`config.mk`:
```
export PLATFORM = sky130hd
export DESIGN_NAME = seg_scan
export DESIGN_NICKNAME = d
export VERILOG_FILES = /design/src/rtl/seg_pkg.sv /design/src/rtl/seg_glyph.sv /design/src/rtl/seg_scan.sv
export SDC_FILE = /design/constraint.sdc
export NUM_CORES = 1
export LEC_CHECK = 0
export ABC_CLOCK_PERIOD_IN_PS = 3650
export CAP_MARGIN = 20
export CORE_MARGIN = 4
export CORE_UTILIZATION = 50
export CTS_CLUSTER_DIAMETER = 200
export DETAILED_ROUTE_END_ITERATION = 8
export PLACE_DENSITY = 0.76
export SYNTH_ARGS = -nofsm -noshare
export SYNTH_HDL_FRONTEND = slang
export SYNTH_HIERARCHICAL = 1
export SYNTH_SLANG_ARGS = --single-unit
```
`constraint.sdc`:
```
create_clock -name clk -period 3.65 [get_ports clk]
set_clock_uncertainty 0.2 [all_clocks]
set_input_delay 0.73 -clock clk [delete_from_list [all_inputs] [get_ports clk]]
set_output_delay 0.73 -clock clk [all_outputs]
set_load 0.02 [all_outputs]
```
`src/rtl/seg_pkg.sv`:
```
// Seven-segment scan shared constants.
// Glyph patterns are active-low, bit6 = g ... bit0 = a.
package seg_pkg;

    localparam logic [6:0] GLYPH_0 = 7'b100_0000;
    localparam logic [6:0] GLYPH_1 = 7'b111_1001;
    localparam logic [6:0] GLYPH_2 = 7'b010_0100;
    localparam logic [6:0] GLYPH_3 = 7'b011_0000;
    localparam logic [6:0] GLYPH_4 = 7'b001_1001;
    localparam logic [6:0] GLYPH_5 = 7'b001_0010;
    localparam logic [6:0] GLYPH_6 = 7'b000_0010;
    localparam logic [6:0] GLYPH_7 = 7'b111_1000;
    localparam logic [6:0] GLYPH_8 = 7'b000_0000;
    localparam logic [6:0] GLYPH_9 = 7'b001_0000;
    localparam logic [6:0] GLYPH_A = 7'b000_1000;
    localparam logic [6:0] GLYPH_B = 7'b000_0011;
    localparam logic [6:0] GLYPH_C = 7'b100_0110;
    localparam logic [6:0] GLYPH_D = 7'b010_0001;
    localparam logic [6:0] GLYPH_E = 7'b000_0110;
    localparam logic [6:0] GLYPH_F = 7'b000_1110;

    localparam logic [7:0] SEG_OFF   = 8'hFF;
    // Widest anode vector; sliced down to DIGITS by the user.
    localparam logic [7:0] ANODE_OFF = 8'hFF;

endpackage

```
`src/rtl/seg_glyph.sv`:
```
// Combinational nibble-to-glyph lookup.
// valid drops for A-F codes unless hex_mode is set.
module seg_glyph
    import seg_pkg::*;
(
    input  logic [3:0] code,
    input  logic       hex_mode,
    output logic [6:0] pattern,
    output logic       valid
);

    always_comb begin
        pattern = GLYPH_0;
        unique case (code)
            4'h0: pattern = GLYPH_0;
            4'h1: pattern = GLYPH_1;
            4'h2: pattern = GLYPH_2;
            4'h3: pattern = GLYPH_3;
            4'h4: pattern = GLYPH_4;
            4'h5: pattern = GLYPH_5;
            4'h6: pattern = GLYPH_6;
            4'h7: pattern = GLYPH_7;
            4'h8: pattern = GLYPH_8;
            4'h9: pattern = GLYPH_9;
            4'hA: pattern = GLYPH_A;
            4'hB: pattern = GLYPH_B;
            4'hC: pattern = GLYPH_C;
            4'hD: pattern = GLYPH_D;
            4'hE: pattern = GLYPH_E;
            4'hF: pattern = GLYPH_F;
        endcase
        valid = hex_mode || (code < 4'hA);
    end

endmodule

```
`src/rtl/seg_scan.sv`:
```
// Multiplexed seven-segment scanner with frame shadowing,
// per-digit blanking/blink and an anode ghost guard.
module seg_scan
    import seg_pkg::*;
#(
    parameter int DIGITS       = 4,
    parameter int SCAN_DIV     = 50000,
    parameter int BLANK_CYC    = 500,
    parameter int BLINK_FRAMES = 125
) (
    input  logic                  clk,
    input  logic                  rst_n,
    input  logic [4*DIGITS-1:0]   digit_data,
    input  logic [DIGITS-1:0]     dp_in,
    input  logic [DIGITS-1:0]     blank_mask,
    input  logic [DIGITS-1:0]     blink_mask,
    input  logic                  hex_mode,
    output logic [7:0]            seg_out,
    output logic [DIGITS-1:0]     an_out,
    output logic                  frame_tick
);

    localparam int DW = $clog2(SCAN_DIV);
    localparam int IW = (DIGITS > 1) ? $clog2(DIGITS) : 1;
    localparam int BW = (BLINK_FRAMES > 1) ? $clog2(BLINK_FRAMES) : 1;

    localparam logic [DW-1:0] DIV_MAX     = DW'(SCAN_DIV - 1);
    localparam logic [DW-1:0] GUARD_START = DW'(SCAN_DIV - BLANK_CYC);
    localparam logic [IW-1:0] IDX_MAX     = IW'(DIGITS - 1);
    localparam logic [BW-1:0] BLINK_MAX   = BW'(BLINK_FRAMES - 1);
    localparam logic [DIGITS-1:0] AN_OFF  = ANODE_OFF[DIGITS-1:0];

    logic [DW-1:0]         div;
    logic [IW-1:0]         idx;
    logic [BW-1:0]         blink_cnt;
    logic                  blink_off;
    logic [4*DIGITS-1:0]   sh_data;
    logic [DIGITS-1:0]     sh_dp;
    logic [DIGITS-1:0]     sh_blank;
    logic [DIGITS-1:0]     sh_blink;
    logic                  sh_hex;

    logic                  div_wrap;
    logic                  frame_start;
    logic                  frame_end;
    logic                  guard;

    logic [4*DIGITS-1:0]   eff_data;
    logic [DIGITS-1:0]     eff_dp;
    logic [DIGITS-1:0]     eff_blank;
    logic [DIGITS-1:0]     eff_blink;
    logic                  eff_hex;

    logic [3:0]            code;
    logic                  dp_sel;
    logic                  blank_sel;
    logic                  blink_sel;
    logic [6:0]            glyph;
    logic                  glyph_ok;
    logic                  dark;
    logic [7:0]            seg_nxt;
    logic [DIGITS-1:0]     an_nxt;

    assign div_wrap    = (div == DIV_MAX);
    assign frame_start = (div == '0) && (idx == '0);
    assign frame_end   = div_wrap && (idx == IDX_MAX);
    assign guard       = (div >= GUARD_START);

    // The frame-start slot sees the values being captured, so a
    // whole frame is drawn from one consistent input snapshot.
    assign eff_data  = frame_start ? digit_data : sh_data;
    assign eff_dp    = frame_start ? dp_in      : sh_dp;
    assign eff_blank = frame_start ? blank_mask : sh_blank;
    assign eff_blink = frame_start ? blink_mask : sh_blink;
    assign eff_hex   = frame_start ? hex_mode   : sh_hex;

    always_comb begin
        code      = '0;
        dp_sel    = 1'b0;
        blank_sel = 1'b0;
        blink_sel = 1'b0;
        an_nxt    = AN_OFF;
        for (int i = 0; i < DIGITS; i++) begin
            if (idx == IW'(i)) begin
                code      = eff_data[4*i +: 4];
                dp_sel    = eff_dp[i];
                blank_sel = eff_blank[i];
                blink_sel = eff_blink[i];
                an_nxt[i] = 1'b0;
            end
        end
        if (guard) begin
            an_nxt = AN_OFF;
        end
    end

    seg_glyph u_glyph (
        .code     (code),
        .hex_mode (eff_hex),
        .pattern  (glyph),
        .valid    (glyph_ok)
    );

    assign dark = blank_sel || (blink_sel && blink_off) || !glyph_ok;

    always_comb begin
        seg_nxt = {~dp_sel, glyph};
        if (guard || dark) begin
            seg_nxt = SEG_OFF;
        end
    end

    always_ff @(posedge clk or negedge rst_n) begin
        if (!rst_n) begin
            div        <= '0;
            idx        <= '0;
            blink_cnt  <= '0;
            blink_off  <= 1'b0;
            sh_data    <= '0;
            sh_dp      <= '0;
            sh_blank   <= '0;
            sh_blink   <= '0;
            sh_hex     <= 1'b0;
            frame_tick <= 1'b0;
            seg_out    <= SEG_OFF;
            an_out     <= AN_OFF;
        end else begin
            div <= div_wrap ? '0 : div + DW'(1);
            if (div_wrap) begin
                idx <= (idx == IDX_MAX) ? '0 : idx + IW'(1);
            end
            if (frame_start) begin
                sh_data  <= digit_data;
                sh_dp    <= dp_in;
                sh_blank <= blank_mask;
                sh_blink <= blink_mask;
                sh_hex   <= hex_mode;
            end
            if (frame_end) begin
                if (blink_cnt == BLINK_MAX) begin
                    blink_cnt <= '0;
                    blink_off <= ~blink_off;
                end else begin
                    blink_cnt <= blink_cnt + BW'(1);
                end
            end
            frame_tick <= frame_start;
            seg_out    <= seg_nxt;
            an_out     <= an_nxt;
        end
    end

endmodule

```
* Word-level counts from Yosys, hierarchy flattened *
Memory sizes are Yosys's and may differ from the RTL's.
Index checks and enable logic that the tools add are counted.

cells by class
  $add $sub $neg = 3
  bitwise logic cells = 2
  muxes and demuxes = 30
  reductions and logical operators = 11
  magnitude comparators = 2
  equal/unequal tests = 5

operator list
  operator               number
  $mux 16                2
  $mux 4                 8
  $mux 1                 17
  $add 16x1->16 const B  1
  $eq 16x16->1 const B   1
  $ge 16x16->1 const B   1
  $logic_not 16->1       1
  $mux 8                 1
  $add 7x1->7 const B    1
  $eq 7x7->1 const B     1
  $mux 7                 1
  $eq 2x2->1 const B     2
  $logic_or 1x1->1       4
  $lt 4x4->1 const B     1
  $logic_and 1x1->1      3
  $add 2x1->2 const B    1
  $eq 2x1->1 const B     1
  $logic_not 2->1        1
  $mux 2                 1
  $not 1->1              2
  $reduce_and 2->1       1
  $logic_not 1->1        1

word-level totals
  flip-flop bits (word level) = 68
  memory bits (read-only) = 112
  memories kept = 1
  output and inout bits = 13
  bits of input ports = 31
  word-level logic and storage cells = 66

memories
  memory            words  width  read ports  clocked after Yosys merged registers in  write ports  line             source
  (name not given)  16     7      1           0                                        0            seg_glyph.sv:14  unique case (code)

* Logic depth before layout (Yosys ltp) *
  depth in word-level cells = 13
  depth in mapped cells = 15
  gate-level depth less buffers = 14

* Modules after synthesis *
Netlist, hierarchy kept.

by module, submodules not included
  module     instances  area an instance (µm²)  sequential area each (µm²)  cells an instance
  seg_scan   1          3235.6                  1716.6                      300
  seg_glyph  1          277.8                   0.0                         38

* Worst setup path before layout *
Ideal clock, no wire load.

  kind = register to register
  start point = register idx[0]
  end point = register seg_out[1]
  stages on the path, launching flop included = 16
  arrival = 3231 ps
  slack = 134 ps
  period minus slack after synthesis = 3516 ps
  path buffers = 1
  data required time = 3366 ps
  setup time = 84 ps
  cells stage by stage = dfrtp_1 inv_1 ha_1 nor4b_4 nand4_2 or2_4 buf_6 mux2_2 a22oi_1 a21oi_1 inv_1 ha_1 nand2b_1 o21ai_0 a32o_1 or2_2

between the ends
  elaborated cells on any way between the ends = 30
  those cells by class = order compare (1); eq/ne (3); mux (17); reduce/logical (8); memory (1)

RTL lines
  what                    line             source
  start, declared         seg_scan.sv:34   logic [IW-1:0] idx;
  start signal, assigned  seg_scan.sv:130  idx <= (idx == IDX_MAX) ? '0 : idx + IW'(1);
  $logic_not 2->1         seg_scan.sv:65   assign frame_start = (div == '0) && (idx == '0);
  $logic_and 1x1->1       seg_scan.sv:65
  $mux 16                 -
  via eff_data[0]         seg_scan.sv:48   logic [4*DIGITS-1:0] eff_data;
  $mux 4 (4 in a row)     seg_scan.sv:84   if (idx == IW'(i)) begin
  via code[0]             seg_scan.sv:54   logic [3:0] code;
  $mem_v2 16x7            -
  via glyph[1]            seg_scan.sv:58   logic [6:0] glyph;
  $mux 8                  seg_scan.sv:108  if (guard || dark) begin
  via seg_nxt[1]          seg_scan.sv:61   logic [7:0] seg_nxt;
  end signal, assigned    seg_scan.sv:148  seg_out <= seg_nxt;
  end, declared           seg_scan.sv:18   output logic [7:0] seg_out,

The timed path passes the listed nets, and every way through them passes these cells.
A chain may end at the register's enable or synchronous reset.

* Final worst setup path *
  start point = register idx[0]
  end point = register seg_out[0]

between the ends
  elaborated cells on any way between the ends = 30
  those cells by class = order compare (1); eq/ne (3); mux (17); reduce/logical (8); memory (1)

RTL lines
  what               line
  $logic_not 2->1    seg_scan.sv:65
  $logic_and 1x1->1  seg_scan.sv:65
  $mux 16            -
  via eff_data[13]   seg_scan.sv:48
  $mux 4             seg_scan.sv:84
  via code[1]        seg_scan.sv:54
  $mem_v2 16x7       -
  via glyph[0]       seg_scan.sv:58
  $mux 8             seg_scan.sv:108
  via seg_nxt[0]     seg_scan.sv:61

The timed path passes the listed nets, and every way through them passes these cells.

==> impl_metrics.csv <==
group,metric,value,unit
floorplan,die_w,91.8,um
synth,synth_cells,338,
synth,ys_seq_area_share,48.9,%
sta,worst_slew_pin_slew,0.599,ns
floorplan,rows,30,
floorplan,initial_core_util,51.7,%
worst_setup_path,end_kind,"register",
worst_setup_path,crit_type,"reg2reg",
clock_tree,clock_path_buffers,2,
power_and_ir_drop,total_power,0.00162,W
route,avgViaCountPerCell,5.35,
synth,synth_cell_type_count,56,
synth,yosys.area_share.simple,19.3,%
synth,syn_nets,384,
global_route,grt_max_degree,34,
layout,drive_gt1_share,21.7,%
synth,ys_ff_latch,68,
floorplan,core_area,0.00679,mm2
route,wl,7.73,mm
clock_tree,clk_pin_slew,0.08,ns
clock_tree,insertion_delay,0.34,ns
global_route,track_usage,19.7,%
synth,synth_warnings,6,
route,drc,0,
floorplan,die-area,0.00843,mm2
sta,slew_viol_final,0,
synth,synth_compound_area_share,9.83,%
clock_tree,cts_sinks,68,
layout,num_antenna_cells,0,
clock_tree,ctsHoldBuffers,0,
synth,synth_async_sr_flop_share,100,%
route,wl_per_cell,15.6,um
sta,finalCritPeriodShare,95.9,%
worst_setup_path,max_stage_delay,0.40,ns
synth,synthXorXnorAreaFrac,4.24,%
route,drtIter0Drc,96,
layout,fin_area,0.00435,mm2
placed_design,place.gp.congestion,0.893,
global_route,grt_antenna_before_repair,0,
placed_design,portBuffers,43,
synth,synth_mux_area_share,8.48,%
hold_path,holdCritPathClass,"in2async",
synth,synthFlopType,"dfrtp_1",
route,via_count,2660,
route,drtPass1Iterations,4,
sta,hold_viol,0,
worst_setup_path,critPathMaxFanout,6,
power_and_ir_drop,leakage,1.95,nW
global_route,grt_remaining_overflow,0,
global_route,grt_pass1_vias,2763,
sta,post-route-min-period,3.50,ns
synth,synth_edf_count,0,
layout,area_delta_synth_final,23.7,%
worst_setup_path,cp-start-kind,"register",
worst_setup_path,arrival,3.58,ns
placed_design,dp_hpwl,5.41,mm
flow_run,cap_violations,0,
clock_tree,cts_buffers,9,
clock_tree,cts-htree-levels,3,
layout,utilization,64.0,%
synth,netlist_area,0.00351,mm2
clock_tree,cts_root_buffer,"clkbuf_8",
worst_setup_path,required,3.73,ns
sta,fmax,286,MHz
floorplan,pin_count,44,
synth,avgSynthCellArea,10.4,um2
synth,synth_top_family_by_area,"simple AND/OR/NAND/NOR gates",
worst_setup_path,reg2reg_slack,0.15,ns
layout,layout.nets,442,
sta,final-setup-viol-count,0,
worst_setup_path,critPathSlowestCell,"dfrtp_1",
sta,slew_headroom,59.9,%
clock_tree,cts_tree,"done",
power_and_ir_drop,p_per_area,373,mW/mm2
synth,yosys.area_share.adder,5.34,%
route,postRouteAntennaNets,0,
worst_setup_path,path_cells,"inv_1 -> ha_1 -> nor4b_4 -> nand4_2 -> buf_4 -> or2_4 -> mux2_2 -> o22ai_1 -> a21oi_1 -> buf_4 -> ha_1 -> or2b_1 -> o22ai_1 -> nor2_1 -> or2_2",
placed_design,place_area,0.00408,mm2
global_route,grt_pass1_wl,13.2,mm
power_and_ir_drop,vdd_drop_max,0.229,mV
outcome,outcome,"complete, no violations",
floorplan,dieHeight,91.8,um
[cell usage in the layout (no fill, tap or decap), types with 3 or more instances in the layout]
cell type,n
clkbuf_8,10
o22ai_1,7
nand4_1,4
a21oi_1,9
xnor2_1,6
mux2i_1,5
ha_1,15
a21oi_2,3
or2_2,6
dfstp_2,12
nand3_1,15
buf_4,16
or2_4,3
inv_1,11
o21ai_0,12
dfrtp_1,56
nand2b_1,4
clkinvlp_4,3
and3_1,5
a22oi_1,5
mux2_2,14
clkdlybuf4s50_1,42
nor2b_1,3
xor2_1,11
nand2_1,52
nor2_1,25
mux2_4,6
[final timing paths]
path                                    startpoint              endpoint  cells past startpoint
worst max register to register  idx[0]$_DFFE_PN0N_  seg_out[0]$_DFF_PN1_                     15
worst max-delay path            idx[0]$_DFFE_PN0N_  seg_out[0]$_DFF_PN1_                     15
max in group asynchronous                    rst_n  seg_out[1]$_DFF_PN1_                      2
min in group clk                  sh_hex$_DFF_PN0_      sh_hex$_DFF_PN0_                      2
worst min register to register    sh_hex$_DFF_PN0_      sh_hex$_DFF_PN0_                      2
worst min-delay path                         rst_n      div[8]$_DFF_PN0_                      1
[synth_stat cells, drive strengths merged, types with 8 or more instances]
| master | count | area (um2) |
|---|---|---|
| or2 | 9 | 58.8 |
| dfstp | 12 | 315 |
| inv | 13 | 48.8 |
| nand2 | 52 | 195 |
| a21oi | 12 | 60.1 |
| mux2 | 20 | 248 |
| nor2 | 25 | 93.8 |
| o21ai | 14 | 70.1 |
| nand3 | 15 | 75.1 |
| xor2 | 11 | 96.3 |
| buf | 8 | 63.8 |
| dfrtp | 56 | 1400 |
| ha | 15 | 188 |
[per-stage QoR]
step / setup TNS, ns / setup slack [ns] / std cells / hold WS, ns
after global placement: 0 / 0.237 / 477 / 0.250
after floorplan: 0 / 0.134 / 338 / 0.229
final: 0 / 0.150 / 497 / 0.103
after global routing: -0.00522 / -0.00522 / 497 / 0.131
after detailed placement: 0 / 0.142 / 477 / 0.261
after CTS: 0 / 0.120 / 493 / 0.101
[cell type report]
type                            instances  area [um2]
Fill cell                             534        2450
Sequential cell                        68        1720
Multi-Input combinational cell        244        1690
Timing Repair Buffer                   59         546
Clock buffer                           10         138
Tap cell                               96         120
Clock inverter                          6        87.6
Inverter                               14        52.6
[routing by layer]
metal,wire length (um),GRT usage [%],vias up
met5,0,0,-
met4,137,8.29,0
met3,329,3.53,14
met2,3650,31.9,77
met1,3620,26.2,1294
li1,-,-,1275
[critical path, delay by kind of cell (launching register included)]
kind | cells | cell delay (ns)
buf+inv | 3 | 0.51
fa+ha+maj | 2 | 0.41
flops | 1 | 0.40
simple gates | 6 | 1.21
mux | 1 | 0.29
compound gates | 3 | 0.40
[report_power, final]
part	leakage (nW)	switching, W	internal (W)
clock network	0.105	0.000290	0.000402
registers	0.827	0.00000716	0.000781
logic	1.02	0.0000676	0.0000757
total	1.95	0.000365	0.00126
[state kept, by name, indices dropped and copies added (netlist names)]
| register | count |
|---|---|
| an_out | 4 |
| blink_cnt | 7 |
| blink_off | 1 |
| div | 16 |
| frame_tick | 1 |
| idx | 2 |
| seg_out | 8 |
| sh_blank | 4 |
| sh_blink | 4 |
| sh_data | 16 |
| sh_dp | 4 |
| sh_hex | 1 |
[logic make-up after synthesis]
group / count (synthesis)
multiplexers: 25
XOR/XNOR: 17
adder cells (fa/ha/maj): 15
AND/OR/NAND/NOR: 132
buffers and inverters: 28
flip-flops: 68
AO/OA/AOI/OAI: 53
[timing repair]
item / 4_1_cts / 5_1_grt
setup buffers: 0 / 2
endpoints found under the setup margin: 0 / 8
hold endpoints to repair: 0 / 0
gates resized for setup: 0 / 6
(Power assumes the default switching activity.)
